`config.mk`:
```
export PLATFORM = sky130hd
export DESIGN_NAME = sfx_scheduler
export DESIGN_NICKNAME = d
export VERILOG_FILES = /design/src/rtl/sfx_scheduler.sv
export SDC_FILE = /design/constraint.sdc
export NUM_CORES = 1
export LEC_CHECK = 0
export CELL_PAD_IN_SITES_DETAIL_PLACEMENT = 0
export CELL_PAD_IN_SITES_GLOBAL_PLACEMENT = 1
export CORE_ASPECT_RATIO = 2
export CORE_MARGIN = 5
export CORE_UTILIZATION = 30
export CTS_CLUSTER_SIZE = 16
export DETAILED_ROUTE_END_ITERATION = 7
export PLACE_DENSITY_LB_ADDON = 0.1
export SYNTH_ARGS = -nofsm -noshare
export SYNTH_HDL_FRONTEND = slang
export SYNTH_SLANG_ARGS = --single-unit
```
`constraint.sdc`:
```
create_clock -name clock -period 2.8 [get_ports clock]
set_clock_uncertainty 0.05 [all_clocks]
set_input_delay 0.28 -clock clock [delete_from_list [all_inputs] [get_ports clock]]
set_output_delay 0.28 -clock clock [all_outputs]
set_load 0.01 [all_outputs]
```
`src/rtl/sfx_scheduler.sv`:
```
// Sound-effect scheduler: latches event requests, grants them by fixed priority and
// plays one square-wave tone per grant, advancing one sample per AC'97 ready edge.
module sfx_scheduler #(
    parameter logic [19:0] AMPLITUDE   = 20'h08000,
    parameter logic [15:0] HALF0       = 16'd24,
    parameter logic [15:0] HALF1       = 16'd48,
    parameter logic [15:0] HALF2       = 16'd96,
    parameter logic [15:0] HALF3       = 16'd120,
    parameter logic [15:0] DUR0        = 16'd2400,
    parameter logic [15:0] DUR1        = 16'd4800,
    parameter logic [15:0] DUR2        = 16'd9600,
    parameter logic [15:0] DUR3        = 16'd24000,
    parameter logic [15:0] GAP_SAMPLES = 16'd480
) (
    input  logic        clock,
    input  logic        reset,
    input  logic        ready,
    input  logic [3:0]  req,
    output logic [19:0] left_out,
    output logic [19:0] right_out,
    output logic        busy,
    output logic [1:0]  active_id
);
    localparam logic [1:0] IDLE = 2'd0;
    localparam logic [1:0] PLAY = 2'd1;
    localparam logic [1:0] GAP  = 2'd2;

    localparam logic [19:0] NEG_AMP = ~AMPLITUDE + 20'd1;

    logic [1:0]  state;
    logic [3:0]  pending;
    logic [19:0] sample;
    logic [15:0] phase;
    logic [15:0] dur;
    logic [15:0] gap;
    logic        pol;
    logic        ready_d;

    logic        tick;
    logic        grant;
    logic        preempt;
    logic [1:0]  top_id;
    logic [3:0]  clr;

    function automatic logic [15:0] half_of(input logic [1:0] id);
        case (id)
            2'd0:    half_of = HALF0;
            2'd1:    half_of = HALF1;
            2'd2:    half_of = HALF2;
            default: half_of = HALF3;
        endcase
    endfunction

    function automatic logic [15:0] dur_of(input logic [1:0] id);
        case (id)
            2'd0:    dur_of = DUR0;
            2'd1:    dur_of = DUR1;
            2'd2:    dur_of = DUR2;
            default: dur_of = DUR3;
        endcase
    endfunction

    assign tick = ready & ~ready_d;

    // lowest set index wins
    always_comb begin
        top_id = 2'd0;
        for (int i = 3; i >= 0; i--)
            if (pending[i]) top_id = 2'(i);
    end

    assign grant   = (state == IDLE) && (pending != 4'd0);
    assign preempt = (state == PLAY) && tick && (pending != 4'd0) && (top_id < active_id);
    assign clr     = (grant || preempt) ? (4'd1 << top_id) : 4'd0;

    always_ff @(posedge clock or posedge reset) begin
        if (reset) begin
            state     <= IDLE;
            pending   <= 4'd0;
            sample    <= 20'd0;
            active_id <= 2'd0;
            phase     <= 16'd0;
            dur       <= 16'd0;
            gap       <= 16'd0;
            pol       <= 1'b0;
            ready_d   <= 1'b0;
        end else begin
            ready_d <= ready;
            // a request arriving in the grant cycle survives the clear
            pending <= (pending & ~clr) | req;
            case (state)
                IDLE: begin
                    if (grant) begin
                        active_id <= top_id;
                        phase     <= 16'd0;
                        pol       <= 1'b1;
                        dur       <= dur_of(top_id);
                        state     <= PLAY;
                    end
                end
                PLAY: begin
                    if (preempt) begin
                        // this tick is already sample 1 of the new tone
                        sample    <= AMPLITUDE;
                        active_id <= top_id;
                        if (half_of(top_id) == 16'd1) begin
                            phase <= 16'd0;
                            pol   <= 1'b0;
                        end else begin
                            phase <= 16'd1;
                            pol   <= 1'b1;
                        end
                        if (dur_of(top_id) == 16'd1) begin
                            dur   <= 16'd0;
                            gap   <= GAP_SAMPLES;
                            state <= GAP;
                        end else begin
                            dur <= dur_of(top_id) - 16'd1;
                        end
                    end else if (tick) begin
                        sample <= pol ? AMPLITUDE : NEG_AMP;
                        if (phase + 16'd1 == half_of(active_id)) begin
                            phase <= 16'd0;
                            pol   <= ~pol;
                        end else begin
                            phase <= phase + 16'd1;
                        end
                        dur <= dur - 16'd1;
                        if (dur == 16'd1) begin
                            gap   <= GAP_SAMPLES;
                            state <= GAP;
                        end
                    end
                end
                GAP: begin
                    if (tick) begin
                        sample <= 20'd0;
                        gap    <= gap - 16'd1;
                        if (gap == 16'd1) state <= IDLE;
                    end
                end
                default: state <= IDLE;
            endcase
        end
    end

    assign left_out  = sample;
    assign right_out = sample;
    assign busy      = (state != IDLE);
endmodule
```
-- Word-level counts from Yosys, hierarchy flattened
Cells that the tools add are included.
- register bits after elaboration: 78
- logic and storage cells: 115
- bits of input ports: 7
- add/sub/neg operators: 4
- order comparisons: 1
- bitwise logic cells: 6
- reductions and logical operators: 18
- equality and inequality tests: 19
- shift operators: 1
- mux-type cells: 57
- operators by type and width (operator ; number):
    16-bit two-way mux ; 23
    16-bit case mux with 2 select lines ; 3
    20-bit two-way mux ; 4
    16-bit by 1-bit == test with 1-bit output, second input constant ; 4
    16-bit by 1-bit subtractor with 16-bit output, second input constant ; 3
    15-bit case mux with 3 select lines ; 1
    7-bit case mux with 3 select lines ; 2
    20-bit case mux with 2 select lines ; 1
    2-bit two-way mux ; 13
    16-bit by 1-bit adder with 16-bit output, second input constant ; 1
    16-bit == test ; 1
    3-bit by 2-bit inequality test with 1-bit output, second input constant ; 3
    3-bit AND reduction ; 3
    2-bit inequality test, second input constant ; 4
    2-bit by 1-bit == test with 1-bit output, second input constant ; 3
    2-bit == test, second input constant ; 3
    2-bit zero test ; 3
    1-bit two-way mux ; 6
    2-bit case mux with 3 select lines ; 1
    6-bit AND reduction ; 1
    2-bit nonzero test ; 3
    5-bit AND reduction ; 1
    4-bit AND ; 1
    1-bit logical AND ; 4
    other kinds (13) ; 14

-- Longest topological paths before layout
- depth in word-level cells: 16
- depth in mapped cells: 10

-- Least setup slack after synthesis
No wires, ideal clock.
- kind: reg2reg
- from: reg pending[1]
- to: reg gap[1]
- cell stages (with the launch flop): 11
- slack: 0.438 ns
- data arrival time: 2.237 ns
- setup time: 0.074 ns
- clock period less this slack: 2.362 ns
- buffers on the path: 1
- data required time: 2.676 ns
- cell sequence: dfrtp_1 -> nor2_1 -> o21a_1 -> ha_1 -> o311ai_2 -> a31oi_2 -> and2_4 -> buf_6 -> a21o_1 -> or3_1 -> o21ai_2
- cells in the longest elaborated chain, start to end: 9
- elaborated cells on any way between the ends: 19
- RTL lines (item ; line ; source):
    from (decl) ; 31 ; logic [3:0] pending;
    from (signal assigned) ; 90 ; pending <= (pending & ~clr) | req;
    2-bit two-way mux * (2 in a row) ; 69 ; if (pending[i]) top_id = 2'(i);
    named net top_id[1] ; 42 ; logic [1:0] top_id;
    2-bit == test (tied with other cells) ; 55 ; case (id)
    15-bit case mux with 3 select lines ; 55 ;
    16-bit two-way mux ; 102 ; if (preempt) begin
    16-bit two-way mux ; 91 ; case (state)
    16-bit by 1-bit == test with 1-bit output ; 113 ; if (dur_of(top_id) == 16'd1) begin
    3-bit by 2-bit inequality test with 1-bit output (no line) ; -- ;
    5-bit AND reduction (no line) ; -- ;
    to (signal assigned) ; 138 ; gap <= gap - 16'd1;
    to (decl) ; 35 ; logic [15:0] gap;
Mark *: on every way through the listed nets, which the timed path passes. The rest lies on a longest branch. The select of a mux whose other input is x is not followed.
A chain may end at the register's enable or synchronous reset.

-- Final worst setup path
- from: reg phase[0]
- to: reg phase[6]
- cells in the longest elaborated chain, start to end: 6
- RTL lines (item ; line ; source):
    from (decl) ; 33 ; logic [15:0] phase;
    from (signal assigned) ; 126 ; phase <= phase + 16'd1;
    16-bit by 1-bit adder with 16-bit output * ; 122, 126 ;
    16-bit == test ; 122 ; if (phase + 16'd1 == half_of(active_id)) begin
    16-bit two-way mux * ; 122 ;
    16-bit two-way mux * ; 120 ; end else if (tick) begin
    16-bit two-way mux * ; 102 ;
    16-bit case mux with 2 select lines * ; 91 ;
Every way passes the cells marked *; elsewhere a longest branch is shown, timed or not. The select of a mux whose other input is x is not followed.

==> results by group <==
STA
  • Relative slew slack: 0.488
  • Pins Over Slew Limit: 0
  • Worst Tran Pin Value: 0.767 ns
  • Final Setup Violations: 0
  • Hold Violations, Final: 0
  • Setup TNS: 0 ns
  • RSZ-0062 raised after global routing: no
  • Min Clock Period, post-route: 2.58 ns
  • Fmax: 0.388 GHz
  • Final critical-path share of the clock period: 0.920

CTS
  • CTS tree: done
  • TritonCTS buffer count: 9
  • Hold_buf cts: 0
  • CTS clk-pin slew, worst paths: 0.05 ns
  • Root Driver: clkbuf_16
  • Clk sinks: 60
  • CTS HTree Levels: 3
  • Clk_lat worst skew: 0.33 ns
  • CTS Buffer Depth: 2
  • # Post-CTS Setup Buffers: 0

Global routing
  • Number of global-route vias before repair: 3,583
  • Total grt overflow: 0
  • Pin count of the biggest net entering global routing: 23
  • First-pass GRT wire length: 19,700 um
  • Antenna violations before repair: 0
  • GRT Util Overall: 0.160

Die
  • Die area: 16,500 um2
  • Die W: 93.3 um
  • Cell Rows: 61
  • Placeable Area: 13,800 um2
  • I/O pin count: 50
  • Die Y: 177 um
  • Initial Util: 0.302

Finish
  • NumNets Final: 536
  • Multi-input logic area: 2370 um2
  • Layout Cell Area excl Fill: 4810 um2
  • Fill count: 1,492
  • ANT cells: 0
  • Sequential cell area: 1500 um2
  • Area delta synth->final: 15.5%
  • Layout cells sized above 1: 0.125

Power and ir drop
  • Cell area power density: 827 nW/um2
  • P_leak: 0.00203 uW
  • Total power: 3980 uW
  • VDD IR-drop max: 344 uV

Yosys
  • Largest area contributor in the netlist: dfrtp_1
  • Flops & latches, synth: 60
  • EDFF count, synth: 0
  • Post-synth cell types: 69
  • Ys flop type: dfrtp_1
  • Top-count cell post-synth: dfrtp_1
  • Post-synthesis async set-or-reset flop share: 1.00
  • Syn avg cell area: 8.68 um2
  • Post-synthesis cell area: 4170 um2
  • Post-Syn Instances: 480
  • Ys Warns: 0
  • Post-synthesis sequential area ratio: 0.360
  • Synth area leaders: dfrtp_1 36%, buf_4 6.8%, ha_1 5.1%
  • Commonest cells in the synthesized netlist: 60 x dfrtp_1, 53 x nand2_1, 41 x o21ai_0
  • Top cell type's share of synthesized area: 0.360

Setup path
  • Crit path required time: 2.96 ns
  • Crit Reg-Reg Startpoint: phase[0]
  • Cell count of the worst reg-to-reg path: 9
  • Crit. End Element: flip-flop
  • Highest cell delay on the worst timing path: 0.44 ns
  • Setup CP Type: flip-flop to flip-flop
  • Slowest CP cell: dfrtp_1
  • R2R Setup Slk: 0.22 ns
  • WP data arrival: 2.74 ns
  • CP max FO: 7
  • Critical-path cell list: ha_1, nand3_1, nor3_1, mux2i_1, buf_4, and3_1, and4b_1, nor2_1, a221o_1
  • Critical Path End: phase[6]
  • Reg2reg end: phase[6]
  • Critical Path Source: phase[0]
  • Startpoint types: flip-flop

Worst hold path
  • Tightest Hold Check Type: primary input to async pin

Flow run
  • MaxCap Viol Count: 0

Placement
  • Final HPWL DP: 9890 um
  • I/O Buffers: 19
  • Gp weighted congestion: 0.772
  • Dpl cell area: 4550 um2

Drt
  • Post-Route WL: 12,600 um
  • Via Count: 3,515
  • Drt drc: 0
  • DRT Pass-1 Iters: 5
  • DR vias/cell: 5.01
  • DR WL/cell: 17.9 um
  • Post-DRT Antenna Nets: 0
  • Drt initial violations: 109

Outcome
  • Status: complete, no violations
[registers in the layout, summed over array words and instances, names as in the netlist]
register	count
pending	4
gap	16
left_out	2
active_id	2
state	2
phase	16
pol	1
ready_d	1
dur	16
[cells in the final DEF, fill, tap and decap left out, types with 14 or more instances in the layout]
cell type,n
nor2_1,38
nor3_1,17
ha_1,17
buf_4,28
dfrtp_1,60
nand2_1,53
inv_1,14
a21oi_1,20
o21ai_0,41
clkdlybuf4s50_1,19
xnor2_1,14
conb_1,30
[kinds of logic (layout without fill, tap and decap cells)]
| family | after synthesis | in the layout | synth area share |
|---|---|---|---|
| simple gates | 183 | 183 | 0.234 |
| compound gates | 124 | 124 | 0.198 |
| buf+inv | 70 | 73 | 0.101 |
| flops | 60 | 60 | 0.360 |
| xor+xnor | 21 | 21 | 0.0441 |
| fa+ha+maj | 17 | 17 | 0.0510 |
| mux | 4 | 4 | 0.00991 |
| other cells | 1 | 30 | 0.000900 |
[how the worst min path moves through the flow]
| stage | from | end | slack, ns | cells past startpoint |
|---|---|---|---|---|
| after floorplan | ready | ready_d | 0.26 | 0 |
| after global placement | dur[15] | dur[15] | 0.43 | 1 |
| after detailed placement | dur[15] | dur[15] | 0.44 | 1 |
| after CTS | reset | dur[8] | 0.23 | 2 |
| after global routing | reset | dur[13] | 0.26 | 2 |
| final | reset | phase[15] | 0.23 | 2 |
[layout make-up]
| type | count | share of cell area |
|---|---|---|
| Multi-Input combinational cell | 379 | 0.492 |
| Sequential cell | 60 | 0.312 |
| Timing Repair Buffer | 47 | 0.0832 |
| Clock buffer | 11 | 0.0525 |
| Tap cell | 189 | 0.0491 |
| Inverter | 15 | 0.0117 |
[metrics by stage]
step / util / worst slack [ns] / hold WS, ns / cells
after global routing: 0.349 / 0.0411 / 0.264 / 701
final: 0.349 / 0.224 / 0.229 / 701
after CTS: 0.347 / 0.0692 / 0.234 / 701
after floorplan: - / 0.438 / 0.261 / 509
after global placement: 0.329 / 0.105 / 0.428 / 690
after detailed placement: 0.329 / 0.0649 / 0.435 / 690
[critical path, delay by kind of cell, from the launching register on]
family                   cells  cell delay, ns
AO/OA/AOI/OAI                1            0.29
AND/OR/NAND/NOR              5            0.99
buffers and inverters        1            0.15
flip-flops                   1            0.44
multiplexers                 1            0.32
adder cells (fa/ha/maj)      1            0.23
[power by group]
group / internal (uW) / switching [uW] / leakage, uW
registers: 1100 / 284 / 0.000757
logic: 630 / 978 / 0.00115
clock network: 621 / 369 / 0.000125
[per-layer routing]
metal  routed length [um]  share of wire  track usage  up-vias
met5                    0              0            0        -
met4                  346          0.028       0.0642        0
met3                  212          0.017       0.0255       20
met2                 7750           0.62        0.331       38
met1                 4240           0.34        0.145     1750
li1                     -              -            -     1707
[repair_timing]
action | in CTS | in global routing
gates resized for setup | 0 | 2
endpoints found under the hold margin | 0 | 0
setup endpoints to repair | 0 | 4
No activity file was read; power rests on OpenSTA's default activity.
